--- src/rtl/mc_ctrl_pkg.sv ---
// Shared constants for the multicycle MIPS control sequencer:
// state encodings, opcode/funct values, ALUOp codes and mux selects.
package mc_ctrl_pkg;

  localparam logic [3:0] S_FETCH     = 4'd0;
  localparam logic [3:0] S_DECODE    = 4'd1;
  localparam logic [3:0] S_MEM_ADDR  = 4'd2;
  localparam logic [3:0] S_MEM_READ  = 4'd3;
  localparam logic [3:0] S_MEM_WB    = 4'd4;
  localparam logic [3:0] S_MEM_WRITE = 4'd5;
  localparam logic [3:0] S_R_EXEC    = 4'd6;
  localparam logic [3:0] S_R_WB      = 4'd7;
  localparam logic [3:0] S_I_EXEC    = 4'd8;
  localparam logic [3:0] S_I_WB      = 4'd9;
  localparam logic [3:0] S_BRANCH    = 4'd10;
  localparam logic [3:0] S_JUMP      = 4'd11;
  localparam logic [3:0] S_JAL       = 4'd12;
  localparam logic [3:0] S_JR        = 4'd13;
  localparam logic [3:0] S_TRAP      = 4'd14;

  localparam logic [5:0] OP_RTYPE = 6'h00;
  localparam logic [5:0] OP_J     = 6'h02;
  localparam logic [5:0] OP_JAL   = 6'h03;
  localparam logic [5:0] OP_BEQ   = 6'h04;
  localparam logic [5:0] OP_BNE   = 6'h05;
  localparam logic [5:0] OP_ADDI  = 6'h08;
  localparam logic [5:0] OP_ANDI  = 6'h0C;
  localparam logic [5:0] OP_ORI   = 6'h0D;
  localparam logic [5:0] OP_LUI   = 6'h0F;
  localparam logic [5:0] OP_LW    = 6'h23;
  localparam logic [5:0] OP_SW    = 6'h2B;

  localparam logic [5:0] FN_JR = 6'h08;

  localparam int ALU_ADD   = 0;
  localparam int ALU_SUB   = 1;
  localparam int ALU_ORI   = 2;
  localparam int ALU_ANDI  = 3;
  localparam int ALU_LUI   = 4;
  localparam int ALU_RTYPE = 7;

  localparam logic [1:0] RD_RT = 2'd0;
  localparam logic [1:0] RD_RD = 2'd1;
  localparam logic [1:0] RD_RA = 2'd2;

  localparam logic [1:0] M2R_ALU = 2'd0;
  localparam logic [1:0] M2R_MDR = 2'd1;
  localparam logic [1:0] M2R_PC  = 2'd2;

  localparam logic [1:0] SB_B   = 2'd0;
  localparam logic [1:0] SB_4   = 2'd1;
  localparam logic [1:0] SB_IMM = 2'd2;
  localparam logic [1:0] SB_BR  = 2'd3;

  localparam logic [1:0] PCS_ALU = 2'd0;
  localparam logic [1:0] PCS_OUT = 2'd1;
  localparam logic [1:0] PCS_JMP = 2'd2;
  localparam logic [1:0] PCS_A   = 2'd3;

endpackage

--- src/rtl/multicycle_control.sv ---
// Moore control sequencer for the multicycle MIPS core with
// memory wait handshake and an illegal-opcode halt state.
module multicycle_control
  import mc_ctrl_pkg::*;
#(
  parameter int ALUOP_WIDTH = 4
) (
  input  logic                   clk,
  input  logic                   reset,
  input  logic [5:0]             Opcode,
  input  logic [5:0]             Funct,
  input  logic                   Zero,
  input  logic                   MemReady,
  output logic                   PCWrite,
  output logic                   IorD,
  output logic                   MemRead,
  output logic                   MemWrite,
  output logic                   IRWrite,
  output logic                   RegWrite,
  output logic [1:0]             RegDst,
  output logic [1:0]             MemtoReg,
  output logic                   ALUSrcA,
  output logic [1:0]             ALUSrcB,
  output logic [ALUOP_WIDTH-1:0] ALUOp,
  output logic [1:0]             PCSource,
  output logic                   Halted
);

  logic [3:0] state_q, state_d;
  logic is_rx, is_jr, is_ls, is_imm, is_br;
  logic is_j, is_jal;

  assign is_rx  = (Opcode == OP_RTYPE) && (Funct != FN_JR);
  assign is_jr  = (Opcode == OP_RTYPE) && (Funct == FN_JR);
  assign is_ls  = (Opcode == OP_LW) || (Opcode == OP_SW);
  assign is_imm = (Opcode == OP_ADDI) || (Opcode == OP_ORI) ||
                  (Opcode == OP_ANDI) || (Opcode == OP_LUI);
  assign is_br  = (Opcode == OP_BEQ) || (Opcode == OP_BNE);
  assign is_j   = (Opcode == OP_J);
  assign is_jal = (Opcode == OP_JAL);

  always_ff @(posedge clk or posedge reset) begin
    if (reset) state_q <= S_FETCH;
    else       state_q <= state_d;
  end

  always_comb begin
    state_d = state_q;
    unique case (state_q)
      S_FETCH:     if (MemReady) state_d = S_DECODE;
      S_DECODE: begin
        unique case (1'b1)
          is_ls:   state_d = S_MEM_ADDR;
          is_jr:   state_d = S_JR;
          is_rx:   state_d = S_R_EXEC;
          is_imm:  state_d = S_I_EXEC;
          is_br:   state_d = S_BRANCH;
          is_j:    state_d = S_JUMP;
          is_jal:  state_d = S_JAL;
          default: state_d = S_TRAP;
        endcase
      end
      S_MEM_ADDR:
        state_d = (Opcode == OP_LW) ? S_MEM_READ : S_MEM_WRITE;
      S_MEM_READ:  if (MemReady) state_d = S_MEM_WB;
      S_MEM_WRITE: if (MemReady) state_d = S_FETCH;
      S_R_EXEC:    state_d = S_R_WB;
      S_I_EXEC:    state_d = S_I_WB;
      S_MEM_WB, S_R_WB, S_I_WB, S_BRANCH,
      S_JUMP, S_JAL, S_JR:
        state_d = S_FETCH;
      S_TRAP:      state_d = S_TRAP;
      default:     state_d = S_FETCH;
    endcase
  end

  // Everything is forced low while reset is held, including MemRead.
  always_comb begin
    PCWrite  = 1'b0;
    IorD     = 1'b0;
    MemRead  = 1'b0;
    MemWrite = 1'b0;
    IRWrite  = 1'b0;
    RegWrite = 1'b0;
    RegDst   = RD_RT;
    MemtoReg = M2R_ALU;
    ALUSrcA  = 1'b0;
    ALUSrcB  = SB_B;
    ALUOp    = ALUOP_WIDTH'(ALU_ADD);
    PCSource = PCS_ALU;
    Halted   = 1'b0;
    if (!reset) begin
      unique case (state_q)
        S_FETCH: begin
          MemRead = 1'b1;
          ALUSrcB = SB_4;
          IRWrite = MemReady;
          PCWrite = MemReady;
        end
        S_DECODE:   ALUSrcB = SB_BR;
        S_MEM_ADDR: begin
          ALUSrcA = 1'b1;
          ALUSrcB = SB_IMM;
        end
        S_MEM_READ: begin
          MemRead = 1'b1;
          IorD    = 1'b1;
        end
        S_MEM_WB: begin
          RegWrite = 1'b1;
          MemtoReg = M2R_MDR;
        end
        S_MEM_WRITE: begin
          MemWrite = 1'b1;
          IorD     = 1'b1;
        end
        S_R_EXEC: begin
          ALUSrcA = 1'b1;
          ALUOp   = ALUOP_WIDTH'(ALU_RTYPE);
        end
        S_R_WB: begin
          RegWrite = 1'b1;
          RegDst   = RD_RD;
        end
        S_I_EXEC: begin
          ALUSrcA = 1'b1;
          ALUSrcB = SB_IMM;
          unique case (Opcode)
            OP_ORI:  ALUOp = ALUOP_WIDTH'(ALU_ORI);
            OP_ANDI: ALUOp = ALUOP_WIDTH'(ALU_ANDI);
            OP_LUI:  ALUOp = ALUOP_WIDTH'(ALU_LUI);
            default: ALUOp = ALUOP_WIDTH'(ALU_ADD);
          endcase
        end
        S_I_WB:     RegWrite = 1'b1;
        S_BRANCH: begin
          ALUSrcA  = 1'b1;
          ALUOp    = ALUOP_WIDTH'(ALU_SUB);
          PCSource = PCS_OUT;
          PCWrite  = ((Opcode == OP_BEQ) && Zero) ||
                     ((Opcode == OP_BNE) && !Zero);
        end
        S_JUMP: begin
          PCWrite  = 1'b1;
          PCSource = PCS_JMP;
        end
        S_JAL: begin
          PCWrite  = 1'b1;
          PCSource = PCS_JMP;
          RegWrite = 1'b1;
          RegDst   = RD_RA;
          MemtoReg = M2R_PC;
        end
        S_JR: begin
          PCWrite  = 1'b1;
          PCSource = PCS_A;
        end
        S_TRAP:  Halted = 1'b1;
        default: ;
      endcase
    end
  end

endmodule

--- config.mk ---
export PLATFORM = sky130hd
export DESIGN_NAME = multicycle_control
export DESIGN_NICKNAME = d
export VERILOG_FILES = /design/src/rtl/mc_ctrl_pkg.sv /design/src/rtl/multicycle_control.sv
export SDC_FILE = /design/constraint.sdc
export NUM_CORES = 1
export LEC_CHECK = 0
export ABC_AREA = 1
export CAP_MARGIN = 30
export CORE_AREA = 2 2 39 41
export CTS_BUF_LIST = sky130_fd_sc_hd__clkbuf_16
export DETAILED_ROUTE_END_ITERATION = 10
export DIE_AREA = 0 0 41 43
export DONT_BUFFER_PORTS = 1
export GPL_ROUTABILITY_DRIVEN = 0
export PLACE_DENSITY_LB_ADDON = 0.05
export RECOVER_POWER = 25
export SLEW_MARGIN = 10
export SYNTH_ARGS = -nofsm -noshare
export SYNTH_HDL_FRONTEND = slang
export SYNTH_SLANG_ARGS = --single-unit
--- constraint.sdc ---
create_clock -name clk -period 2.2 [get_ports clk]
set_input_delay 0.33 -clock clk [delete_from_list [all_inputs] [get_ports clk]]
set_output_delay 0.33 -clock clk [all_outputs]
set_load 0.03 [all_outputs]
==> impl_metrics.json <==
{
  "drt_iter0_drc": 20,
  "fmax_mhz": 498,
  "die_x_um": 41,
  "cp_max_fo": 8,
  "grt_pass1_vias": 797,
  "hp-class": "in2reg",
  "slew_violations": 0,
  "reg2reg_slack_ps": 790,
  "crit_end": "PCSource[0]",
  "cts_tree": "built",
  "yosysMostFrequentCell": "nor2_1",
  "dp_cells": 167,
  "fin_nets": 173,
  "clk_latency_ps": 220,
  "die_h_um": 43,
  "largest_reg_flops": 4,
  "cts.clk_slew.worst_paths_ps": 30,
  "tightest_slew_ps": 566,
  "synth_flop_cell": "dfrtp_1",
  "reg.largest.list": "state_q (4)",
  "yosysSeqAreaShare": 0.135,
  "vias": 907,
  "startpoint": "state_q[1]$_DFFE_PP0P_",
  "synthTopCellsByArea": "nor2_1, nand2_1, dfrtp_1",
  "avgSynthCellArea_um2": 5.14,
  "yosys.cell_types.count": 24,
  "rows": 14,
  "max-vdd-ir-drop_uv": 674,
  "yosys-top-cells-count": "nor2_1, nand2_1, inv_1",
  "syn-num-nets": 160,
  "die-area_um2": 1760,
  "clk_root_buffer_cell": "clkbuf_16",
  "p_leak_nw": 0.469,
  "hold_violations": 0,
  "grt_usage": 0.250,
  "synth-edff-count": 0,
  "grt_pass1_wl_mm": 3.17,
  "reg2regPathDepth": 6,
  "grt_max_degree": 19,
  "cp_slowest_stage_delay_ps": 440,
  "portBuffers": 0,
  "yosys_warnings": 0,
  "ys_async_sr_fraction": 1.00,
  "path_cells": "inv_1 > nor2_1 > inv_1 > nor2_1 > a21oi_1 > nor2_1",
  "skew_ps": 2.77,
  "slew_headroom": 0.621,
  "power_density_nw_per_um2": 1180,
  "hold_depth": 3,
  "start_util": 0.534,
  "min_period_over_period": 0.914,
  "finalWirelength_mm": 1.97,
  "period_minus_slack_ps": 2010,
  "synth-seq-cells": 4,
  "r2r-start": "state_q[1]$_DFFE_PP0P_",
  "htreeDepth": 1,
  "drv_cap": 0,
  "syn_inst": 144,
  "via_per_inst": 5.30,
  "synth_top_cell_area_share": 0.183,
  "cp.arrival_ps": 1680,
  "dr.pass1.iters": 4,
  "post_layout_nonfiller_instances": 171,
  "slowest_stage": "dfrtp_1",
  "worstPathRequired_ps": 1870,
  "startpoint_type": "flop",
  "rsz0062_at_grt": "false",
  "r2r-end": "state_q[0]$_DFFE_PP0P_",
  "fin_tns_setup_ps": 0,
  "antenna_found_initial": 0,
  "status": "complete, no violations",
  "overflow": 0,
  "crit_path_end_kind": "output pin",
  "setup_viol": 0,
  "core_area_um2": 1380,
  "netlist_area_um2": 739,
  "ioPinCount": 36,
  "cts_buffer_depth": 2,
  "drc": 0,
  "cp_common_cell": "nor2_1",
  "antenna_cells": 0,
  "drive_above_1_share": 0.181,
  "top_register": "state_q",
  "post-dp-hpwl_mm": 1.55,
  "cts.sinks": 4,
  "critPathKind": "reg2out",
  "numCtsBuffers": 3,
  "nFillCells": 132,
  "yosysTopAreaCell": "nor2_1",
  "syn_to_final_growth_pct": 22.3,
  "antenna_left": 0,
  "routedWlPerCell_um": 11.5
}
## where the power goes
part	switching, mW	leakage, nW	internal [mW]	total, mW
sequential	0.0470	0.0511	0.106	0.153
combinational	0.453	0.381	0.176	0.630
clock	0.0485	0.0370	0.232	0.281
total	0.549	0.469	0.515	1.06
## how the worst min path moves through the flow
stage	from	slack [ps]	endpoint
3_5_place_dp	reset	140	state_q[2]$_DFFE_PP0P_
4_1_cts	MemReady	350	state_q[2]$_DFFE_PP0P_
5_1_grt	MemReady	380	state_q[1]$_DFFE_PP0P_
6_report	MemReady	350	state_q[2]$_DFFE_PP0P_
3_3_place_gp	reset	140	state_q[1]$_DFFE_PP0P_
2_1_floorplan	reset	310	state_q[0]$_DFFE_PP0P_
## cell type report
class                           count  area [µm²]  share of cell area
Timing Repair Buffer               11        85.1              0.0941
Sequential cell                     4         100               0.111
Tap cell                           16        20.0              0.0221
Multi-Input combinational cell    110         523               0.578
Inverter                           27         101               0.112
Clock buffer                        3        75.1              0.0830
## through the flow
| stage | area, µm² | hold slack (ps) | util | power, mW | setup slack [ps] |
|---|---|---|---|---|---|
| 2_1_floorplan | 739 | 308 | - | 0.648 | 420 |
| 3_3_place_gp | 820 | 136 | 0.592 | 0.766 | 523 |
| 3_5_place_dp | 820 | 139 | 0.592 | 0.771 | 484 |
| 4_1_cts | 905 | 353 | 0.654 | 1.07 | 231 |
| 5_1_grt | 905 | 378 | 0.654 | 1.13 | 38.2 |
| 6_report | 905 | 354 | 0.654 | 1.06 | 190 |
## worst max-delay path: cells and delay by family (launching register included)
kind | cells | cell delay [ps]
DFF | 1 | 440
AOI/OAI and AO/OA | 1 | 70
and+or+nand+nor | 3 | 730
buffers and inverters | 2 | 200
## layer usage
metal / GRT usage / up-vias / part of all wire / wire length [µm]
li1: - / 466 / - / -
met1: 0.293 / 414 / 0.40 / 777
met2: 0.450 / 25 / 0.56 / 1090
met3: 0.0209 / 2 / 0.035 / 69
met4: 0.0667 / 0 / 0.012 / 23
met5: 0 / - / 0 / 0
## layout by cell type, fill, tap and decap left out, types with 3 or more instances in the layout
cell / synthesis / final
nor2_2: 3 / 3
clkbuf_16: 0 / 3
nor3_1: 7 / 7
nor2_1: 36 / 36
a21oi_1: 5 / 5
or2_2: 3 / 3
nand3_1: 11 / 11
inv_1: 22 / 23
nand2_1: 30 / 30
dfrtp_1: 4 / 4
inv_2: 5 / 4
nor2_4: 4 / 4
buf_4: 1 / 10
## kinds of logic (layout without fill, tap and decap cells)
| group | after synthesis | count (layout) | share of synthesized area |
|---|---|---|---|
| buf+inv | 30 | 41 | 0.157 |
| flops | 4 | 4 | 0.135 |
| other cells | 1 | 1 | 0.00507 |
| simple gates | 97 | 97 | 0.596 |
| compound gates | 12 | 12 | 0.107 |
## timing repair
action	4_1_cts	5_1_grt
endpoints found under the hold margin	4	0
hold buffers	1	0
buffers inserted	0	0
gates resized for setup	0	0
Power figures use the tool's default switching activity.
